## config.mk

```make
export PLATFORM = sky130hd
export DESIGN_NAME = exu_mdu_ctrl
export DESIGN_NICKNAME = d
export VERILOG_FILES = /design/src/rtl/exu_mdu_ctrl.sv
export SDC_FILE = /design/constraint.sdc
export NUM_CORES = 1
export LEC_CHECK = 0
export BUFFER_PORTS_ARGS = -buffer_cell sky130_fd_sc_hd__buf_4
export CAP_MARGIN = 0
export CORE_MARGIN = 2
export CORE_UTILIZATION = 30
export CTS_BUF_LIST = sky130_fd_sc_hd__clkbuf_4
export DETAILED_ROUTE_END_ITERATION = 10
export PLACE_DENSITY = 0.44
export SLEW_MARGIN = 20
export SYNTH_ARGS = -nofsm -noshare
export SYNTH_HDL_FRONTEND = slang
export SYNTH_SLANG_ARGS = --single-unit
```

## constraint.sdc

```tcl
create_clock -name clk -period 7.1 [get_ports clk]
set_input_delay 0.71 -clock clk [delete_from_list [all_inputs] [get_ports clk]]
set_output_delay 0.71 -clock clk [all_outputs]
set_load 0.02 [all_outputs]
```

## src/rtl/exu_mdu_ctrl.sv

```systemverilog
// exu_mdu_ctrl: multi-cycle sequencer for the RV32M multiply/divide path.
// Takes one M-extension op from E-pipe, iterates a shared shift-add /
// restoring-subtract datapath one bit per cycle, and hands the result to
// M-pipe over a valid/ready handshake. E-pipe is stalled while busy.
//
// Ports:
//   clk        clock, rising edge
//   rst_n      asynchronous active-low reset
//   E_valid_i  E-pipe holds a valid MDU op
//   e_ready_o  op can be accepted this cycle
//   e_valid_o  result valid to M-pipe
//   M_ready_i  M-pipe accepts the result
//   flush_i    kill the in-flight op
//   funct3_i   000 mul, 001 mulh, 010 mulhsu, 011 mulhu,
//              100 div, 101 divu, 110 rem, 111 remu
//   src1_i     rs1 operand
//   src2_i     rs2 operand
//   res_o      result, held while e_valid_o=1
//   busy_o     state != IDLE
//
// state | meaning
// ------+-------------------------------------------------------------
// IDLE  | waiting for an op; e_ready_o=1
// CALC  | one multiply/divide iteration per cycle, cnt 0..XLEN-1
// FIX   | sign correction and result-word select into res_o
// DONE  | e_valid_o=1, result held until M_ready_i

module exu_mdu_ctrl #(
  parameter int XLEN  = 32,
  parameter int CNT_W = 5
) (
  input  logic            clk,
  input  logic            rst_n,
  input  logic            E_valid_i,
  output logic            e_ready_o,
  output logic            e_valid_o,
  input  logic            M_ready_i,
  input  logic            flush_i,
  input  logic [2:0]      funct3_i,
  input  logic [XLEN-1:0] src1_i,
  input  logic [XLEN-1:0] src2_i,
  output logic [XLEN-1:0] res_o,
  output logic            busy_o
);

  typedef enum logic [1:0] {IDLE, CALC, FIX, DONE} state_t;

  state_t state_q, state_d;

  logic [CNT_W-1:0] cnt_q;
  logic [2:0]       op_q;
  logic             res_neg_q;
  logic [XLEN-1:0]  acc_hi_q, acc_lo_q, opb_q;

  // capture-side decode
  logic            accept;
  logic            is_div;
  logic            a_signed, b_signed;
  logic            s1, s2;
  logic [XLEN-1:0] mag1, mag2;
  logic            div_by_zero, div_ovf, special;
  logic [XLEN-1:0] special_res;
  logic            res_neg;

  // iteration datapath
  logic [XLEN-1:0]   mul_addend;
  logic [XLEN:0]     mul_sum;
  logic [XLEN:0]     div_shift;
  logic              div_ge;
  logic [XLEN-1:0]   div_diff;

  // result correction
  logic [2*XLEN-1:0] prod, prod_c;
  logic [XLEN-1:0]   quo_c, rem_c;
  logic [XLEN-1:0]   fix_res;

  assign accept = (state_q == IDLE) && E_valid_i && !flush_i;
  assign is_div = funct3_i[2];

  // mulh: both signed; mulhsu: rs1 only; div/rem: both
  assign a_signed = (funct3_i == 3'b001) || (funct3_i == 3'b010) ||
                    (funct3_i == 3'b100) || (funct3_i == 3'b110);
  assign b_signed = (funct3_i == 3'b001) || (funct3_i == 3'b100) ||
                    (funct3_i == 3'b110);

  assign s1   = a_signed && src1_i[XLEN-1];
  assign s2   = b_signed && src2_i[XLEN-1];
  assign mag1 = s1 ? (~src1_i + 1'b1) : src1_i;
  assign mag2 = s2 ? (~src2_i + 1'b1) : src2_i;

  assign div_by_zero = is_div && (src2_i == '0);
  assign div_ovf     = is_div && !funct3_i[0] &&
                       (src1_i == {1'b1, {(XLEN-1){1'b0}}}) && (src2_i == '1);
  assign special     = div_by_zero || div_ovf;

  always_comb begin
    special_res = '0;
    if (div_by_zero)
      special_res = funct3_i[1] ? src1_i : '1;
    else
      special_res = funct3_i[1] ? '0 : {1'b1, {(XLEN-1){1'b0}}};
  end

  // remainder follows the dividend, everything else takes s1 ^ s2
  assign res_neg = (funct3_i[2] && funct3_i[1]) ? s1 : (s1 ^ s2);

  // multiply: {acc_hi, acc_lo} shifts right, multiplier starts in acc_lo
  assign mul_addend = acc_lo_q[0] ? opb_q : '0;
  assign mul_sum    = {1'b0, acc_hi_q} + {1'b0, mul_addend};

  // divide: partial remainder in acc_hi, dividend shifts out of acc_lo MSB
  // while quotient bits shift in at the LSB. The partial remainder stays
  // below the divisor, so the difference fits in XLEN bits when taken.
  assign div_shift = {acc_hi_q, acc_lo_q[XLEN-1]};
  assign div_ge    = div_shift >= {1'b0, opb_q};
  assign div_diff  = div_shift[XLEN-1:0] - opb_q;

  assign prod   = {acc_hi_q, acc_lo_q};
  assign prod_c = res_neg_q ? (~prod + 1'b1) : prod;
  assign quo_c  = res_neg_q ? (~acc_lo_q + 1'b1) : acc_lo_q;
  assign rem_c  = res_neg_q ? (~acc_hi_q + 1'b1) : acc_hi_q;

  always_comb begin
    fix_res = '0;
    case (op_q)
      3'b000:                 fix_res = prod_c[XLEN-1:0];
      3'b001, 3'b010, 3'b011: fix_res = prod_c[2*XLEN-1:XLEN];
      3'b100, 3'b101:         fix_res = quo_c;
      default:                fix_res = rem_c;
    endcase
  end

  // state register
  always_ff @(posedge clk or negedge rst_n) begin
    if (!rst_n) state_q <= IDLE;
    else        state_q <= state_d;
  end

  // next-state logic
  always_comb begin
    state_d = state_q;
    case (state_q)
      IDLE: if (accept) state_d = special ? DONE : CALC;
      CALC: if (cnt_q == CNT_W'(XLEN-1)) state_d = FIX;
      FIX:  state_d = DONE;
      DONE: if (M_ready_i) state_d = IDLE;
      default: state_d = IDLE;
    endcase
    if (flush_i) state_d = IDLE;
  end

  // outputs
  always_comb begin
    e_ready_o = 1'b0;
    e_valid_o = 1'b0;
    busy_o    = 1'b1;
    case (state_q)
      IDLE: begin
        e_ready_o = 1'b1;
        busy_o    = 1'b0;
      end
      DONE:    e_valid_o = 1'b1;
      default: ;
    endcase
  end

  // datapath and counter
  always_ff @(posedge clk or negedge rst_n) begin
    if (!rst_n) begin
      cnt_q     <= '0;
      op_q      <= '0;
      res_neg_q <= 1'b0;
      acc_hi_q  <= '0;
      acc_lo_q  <= '0;
      opb_q     <= '0;
      res_o     <= '0;
    end else begin
      if (flush_i || accept)
        cnt_q <= '0;
      else if (state_q == CALC)
        cnt_q <= cnt_q + 1'b1;

      if (accept) begin
        op_q      <= funct3_i;
        res_neg_q <= res_neg;
        acc_hi_q  <= '0;
        acc_lo_q  <= is_div ? mag1 : mag2;
        opb_q     <= is_div ? mag2 : mag1;
        if (special) res_o <= special_res;
      end else if (state_q == CALC) begin
        if (op_q[2]) begin
          acc_hi_q <= div_ge ? div_diff : div_shift[XLEN-1:0];
          acc_lo_q <= {acc_lo_q[XLEN-2:0], div_ge};
        end else begin
          acc_hi_q <= mul_sum[XLEN:1];
          acc_lo_q <= {mul_sum[0], acc_lo_q[XLEN-1:1]};
        end
      end else if (state_q == FIX) begin
        res_o <= fix_res;
      end
    end
  end

endmodule

```

* After elaboration in Yosys (flattened, before gate mapping) *
Cells that the tools add are included.

operators by class
  magnitude comparators = 1
  add/sub/neg operators = 8
  equal/unequal tests = 20
  reduce and logical (&&, ||, !) cells = 28
  muxes and demuxes = 35
  bitwise logic cells = 6

operator list
  kind                   count
  $mux 32                21
  $add 32x1->32 const B  4
  $not 32->32            4
  $pmux 32 s3            1
  $add 64x1->64 const B  1
  $eq 32x32->1 const B   2
  $mux 64                1
  $not 64->64            1
  $add 32x32->33         1
  $ge 33x32->1           1
  $logic_not 32->1       1
  $sub 32x32->32         1
  $eq 3x3->1 const B     4
  $mux 2                 5
  $mux 5                 2
  $eq 3x2->1 const B     3
  $logic_and 1x1->1      9
  $ne 3x3->1 const B     3
  $pmux 2 s4             1
  $logic_or 1x1->1       7
  $eq 3x1->1 const B     2
  $reduce_and 3->1       2
  $reduce_bool 2->1      3
  $add 5x1->5 const B    1
  12 further kinds       17

storage, ports and cells
  register bits after elaboration = 139

* Logic depth before layout (Yosys ltp) *
  word-level depth = 9
  mapped depth = 16

* Least setup slack after synthesis *
Ideal clock, no wire load.

  path type = in2reg
  start point = in src1_i[1]
  end point = reg res_o[20]
  cell stages on the path = 14
  arrival time = 3.638 ns
  setup time = 0.130 ns
  path slack = 3.332 ns
  buffers on the path = 2
  required time = 6.970 ns
  path through = inv_1 > ha_1 > or4b_4 > or4_4 > or4_4 > or2_4 > nor3_4 > a31o_1 > nand2_1 > a21o_1 > buf_6 > buf_6 > a32oi_1 > o21ai_0

between the ends
  word-level cells in the longest chain between the ends = 6

RTL lines
  item                        RTL line  source
  start: declaration          40        input logic [XLEN-1:0] src1_i,
  $eq 32x32->1                93        (src1_i == {1'b1, {(XLEN-1){1'b0}}}) && (src2_i == '1);
  $logic_and 1x1->1           92        assign div_ovf = is_div && !funct3_i[0] &&
  $logic_and 1x1->1           93
  $logic_or 1x1->1            94        assign special = div_by_zero || div_ovf;
  $ne 2x1->1 (no line)        -
  $reduce_and 3->1 (no line)  -
  end signal: assignment      189       if (special) res_o <= special_res;
  end signal: assignment      199       res_o <= fix_res;
  end: declaration            42        output logic [XLEN-1:0] res_o,

Every way passes these cells.
A chain may end at the register's enable or synchronous reset.

* Worst setup path after layout *
  start point = reg acc_lo_q[0]
  end point = reg acc_hi_q[30]

between the ends
  word-level cells in the longest chain between the ends = 5

RTL lines
  item                      RTL line  source
  start: declaration        53        logic [XLEN-1:0] acc_hi_q, acc_lo_q, opb_q;
  start signal: assignment  187       acc_lo_q <= is_div ? mag1 : mag2;
  start signal: assignment  193       acc_lo_q <= {acc_lo_q[XLEN-2:0], div_ge};
  start signal: assignment  196       acc_lo_q <= {mul_sum[0], acc_lo_q[XLEN-1:1]};
  $mux 32                   108       assign mul_addend = acc_lo_q[0] ? opb_q : '0;
  $add 32x32->33            109       assign mul_sum = {1'b0, acc_hi_q} + {1'b0, mul_addend};
  $mux 32                   191       if (op_q[2]) begin
  $mux 32                   190       end else if (state_q == CALC) begin
  $mux 32                   183       if (accept) begin
  end signal: assignment    192       acc_hi_q <= div_ge ? div_diff : div_shift[XLEN-1:0];
  end signal: assignment    195       acc_hi_q <= mul_sum[XLEN:1];
  end: declaration          53

Every way passes these cells. The select of a mux whose other input is x is not followed.

==> flow_summary_export.csv <==
group,metric,value,unit
finish,layout-drive-gt1-share,8.95,%
synth,synth-simple-area-share,20.4,%
power_and_ir_drop,p_switching,0.00420,W
timing,worst_pin_slew,1090,ps
placed_design,port_buffers,106,
setup_path,cpPeakStageDelay,830,ps
cts,clk_latency,750,ps
synth,synth_seq_cells,139,
setup_path,crit_fanout,31,
global_route,grt_overflow,0,
cts,htree_levels,4,
floorplanning,dieWidth,225,um
placed_design,dp_hpwl,49400,um
synth,synth_compound_area_share,29.4,%
setup_path,path_class,"reg -> reg",
timing,finalClockSkew,41.2,ps
synth,synth_top_cells_by_area,"dfrtp_1, o21ai_0, ha_1, nand2_1, a21oi_1",
route,drc,0,
timing,rsz0062_at_grt,"false",
cts,cts_resized,0,
cts,clk_path_buf_depth,2,
synth,synth-main-ff-cell,"dfrtp_1",
synth,synth_top_family_by_area,"compound AO/OA/AOI/OAI gates",
synth,synth_cell_type_count,76,
cts,cts_tree,"built",
global_route,antenna_found_initial,5,
timing,maxSlewHeadroom,27.0,%
synth,yosys.area_share.xor_xnor,10.0,%
synth,async_flop_share,100,%
global_route,grt_usage,25.3,%
floorplanning,start_util,30.2,%
cts,numClockSinks,139,
setup_path,endpoint_kind,"flop",
timing,fmax,228,MHz
route,vias_per_cell,5.77,
synth,synth_top_area_share,23.7,%
setup_path,arrival,5040,ps
cts,cts_buffers,17,
global_route,first_global_vias,14600,
power_and_ir_drop,worst_ir_drop_vdd,0.000238,V
timing,final_hold_viol_count,0,
setup_path,critPathSlowestCell,"inv_1",
run_status,status,"completed",
timing,finalWorstSetupSlack,2710,ps
synth,syn_area,0.0147,sq mm
synth,ys_warn_count,0,
timing,slew_viol_final,0,
cts,postCtsHoldBufs,0,
power_and_ir_drop,p_leak,6.69,nW
route,initialDrtViolationCount,1299,
job,cap_violations,0,
synth,synthAdderAreaFrac,6.74,%
floorplanning,fp.dieArea,0.0508,sq mm
synth,synth_top_area_cell,"dfrtp_1",
power_and_ir_drop,p_clk_share,7.9,%
power_and_ir_drop,combPwrFrac,68.8,%
synth,yosysSeqAreaShare,23.7,%
route,wl_per_cell,24.1,um
timing,final.min_clock_period,4390,ps
synth,postSynthCellCount,2013,
floorplanning,coreArea,0.0486,sq mm
timing,period_share,61.9,%
route,first_pass_iters,5,
power_and_ir_drop,powerDensity,461,mW/mm^2
cts,path_clk_slew,120,ps
cts,post_cts_buffers,0,
route,routed_wl,64200,um
route,num_vias,15300,
power_and_ir_drop,seq_power_share,23.3,%
power_and_ir_drop,p_sw_share,56.2,%
floorplanning,std_cell_rows,81,
placed_design,gp_congestion,0.941,
route,ant_nets,0,
finish,areaGrowthSynthToFinish,10.3,%
setup_path,crit_family,"compound AO/OA/AOI/OAI gates",
timing,setup_viol,0,
setup_path,startpoint_type,"flop",
setup_path,cp.required,7750,ps
placed_design,place_ws,2690,ps
timing,fin_setup_tns,0,ps
floorplanning,ios,107,
global_route,grt_pass1_wl,95000,um
synth,synth_nets,2163,
synth,postSynthAreaPerCell,7.31,sq um
cts,ctsRootBufferMaster,"clkbuf_4",
hold_path,hold_path.class,"in -> async",
floorplanning,dieHeight,225,um
synth,synth_edf_count,0,
global_route,grt_max_degree,125,
finish,fin_nets,2172,
setup_path,worstPathCellList,"inv_1, nor2_1, ha_1, o211ai_1, o21ai_0, o211ai_1, a21oi_1, o21ai_0, a32oi_1, a221oi_1, xnor2_1, o22ai_1, nor3_1",
power_and_ir_drop,p_int,0.00328,W
synth,muxShareOfSynthArea,4.17,%
setup_path,cp_num_buf_inv,1,
## sequential cells by signal, indices dropped and copies added (netlist names)
name and flops:
res_neg_q 1, acc_lo_q 32, res_o 32, op_q 3
opb_q 32, state_q 2, cnt_q 5, acc_hi_q 32
## path summary, 6_finish.rpt
check / from / slack [ps] / depth (start not counted) / endpoint
max: acc_lo_q[0] / 2710 / 13 / acc_hi_q[30]
min: rst_n / 70 / 1 / acc_hi_q[30]
max reg2reg: acc_lo_q[0] / 2710 / 13 / acc_hi_q[30]
min reg2reg: opb_q[18] / 490 / 2 / opb_q[18]
max in group asynchronous: rst_n / 5600 / 2 / res_neg_q
min in group clk: flush_i / 200 / 2 / state_q[0]
## power by group through the flow
stage,Combinational [W],Clock (W),Sequential (W)
finish,0.00514,0.000590,0.00174
global route,0.00561,0.000640,0.00180
CTS,0.00508,0.000610,0.00173
detailed placement,0.00506,0,0.00175
global placement,0.00506,0,0.00174
floorplan,0.00364,0,0.00147
## per-layer routing
layer / vias up / GRT usage (%) / share of wire (%)
li1: 7319 / - / -
met1: 7346 / 35.4 / 46
met2: 573 / 38.1 / 43
met3: 97 / 4.12 / 6.1
met4: 0 / 11.4 / 4.3
met5: - / 0 / 0
## stage by stage
step	hold slack [ps]	power [W]	utilization [%]	cell area [sq um]	instances
after floorplan	414	0.00511	-	14700	2013
after global placement	464	0.00680	32.7	15900	2625
after detailed placement	471	0.00680	32.7	15900	2625
after CTS	41.6	0.00743	33.3	16200	2655
after global routing	93.9	0.00805	33.3	16200	2659
final	72.0	0.00748	33.3	16200	2659
## logic make-up (layout without fill, tap and decap cells)
| kind of cell | after synthesis | after routing |
|---|---|---|
| buffers and inverters | 215 | 235 |
| multiplexers | 61 | 61 |
| XOR/XNOR | 168 | 168 |
| AO/OA/AOI/OAI | 699 | 699 |
| adder cells (fa/ha/maj) | 78 | 78 |
| flip-flops | 139 | 139 |
| other | 0 | 4 |
| AND/OR/NAND/NOR | 653 | 653 |
## cell type report
type,count,area [sq um]
multi-input cells,1659,10400
flip-flops and latches,139,3480
diodes,4,10.0
fillers,5317,32400
clock buffers,20,150
clock inverters,10,126
repair buffers,125,946
well taps,622,778
inverters,80,300
## cell usage in the layout (no fill, tap or decap), types with 7 or more instances in the layout
| master | netlist | final |
|---|---|---|
| a21oi_1 | 181 | 181 |
| o41ai_1 | 11 | 11 |
| a21o_1 | 25 | 25 |
| xor2_1 | 67 | 67 |
| ha_1 | 76 | 75 |
| xnor2_1 | 101 | 101 |
| buf_4 | 0 | 123 |
| o221ai_1 | 17 | 17 |
| a221oi_1 | 8 | 8 |
| nor3_1 | 47 | 47 |
| dfrtp_1 | 139 | 137 |
| o22ai_1 | 9 | 9 |
| a31oi_1 | 17 | 17 |
| nand4_1 | 20 | 20 |
| o31ai_1 | 30 | 30 |
| mux2i_1 | 59 | 59 |
| nor2b_1 | 8 | 8 |
| o21ai_0 | 231 | 231 |
| nand3_1 | 28 | 28 |
| o211ai_1 | 66 | 66 |
| nor4_1 | 12 | 12 |
| and2_1 | 12 | 12 |
| clkbuf_4 | 0 | 20 |
| a32oi_1 | 7 | 7 |
| or4_1 | 15 | 15 |
| o21bai_1 | 8 | 8 |
| nand2_1 | 250 | 250 |
| or3_1 | 26 | 26 |
| nor2_1 | 177 | 175 |
| inv_1 | 79 | 79 |
| nand2b_1 | 18 | 18 |
| and3_1 | 11 | 11 |
| a211oi_1 | 20 | 20 |
## synthesized netlist by cell type (all sizes together) (18+ instances only)
library cell  instances
nor3                 48
xnor2               101
nand2               250
o31ai                33
a21oi               181
inv                  79
or3                  26
nand2b               18
nand4                20
clkbuf              118
ha                   76
xor2                 67
a21o                 25
o21ai               235
mux2i                59
nor2                178
o211ai               66
dfrtp               139
a211oi               20
nand3                28
Power figures use the tool's default switching activity.
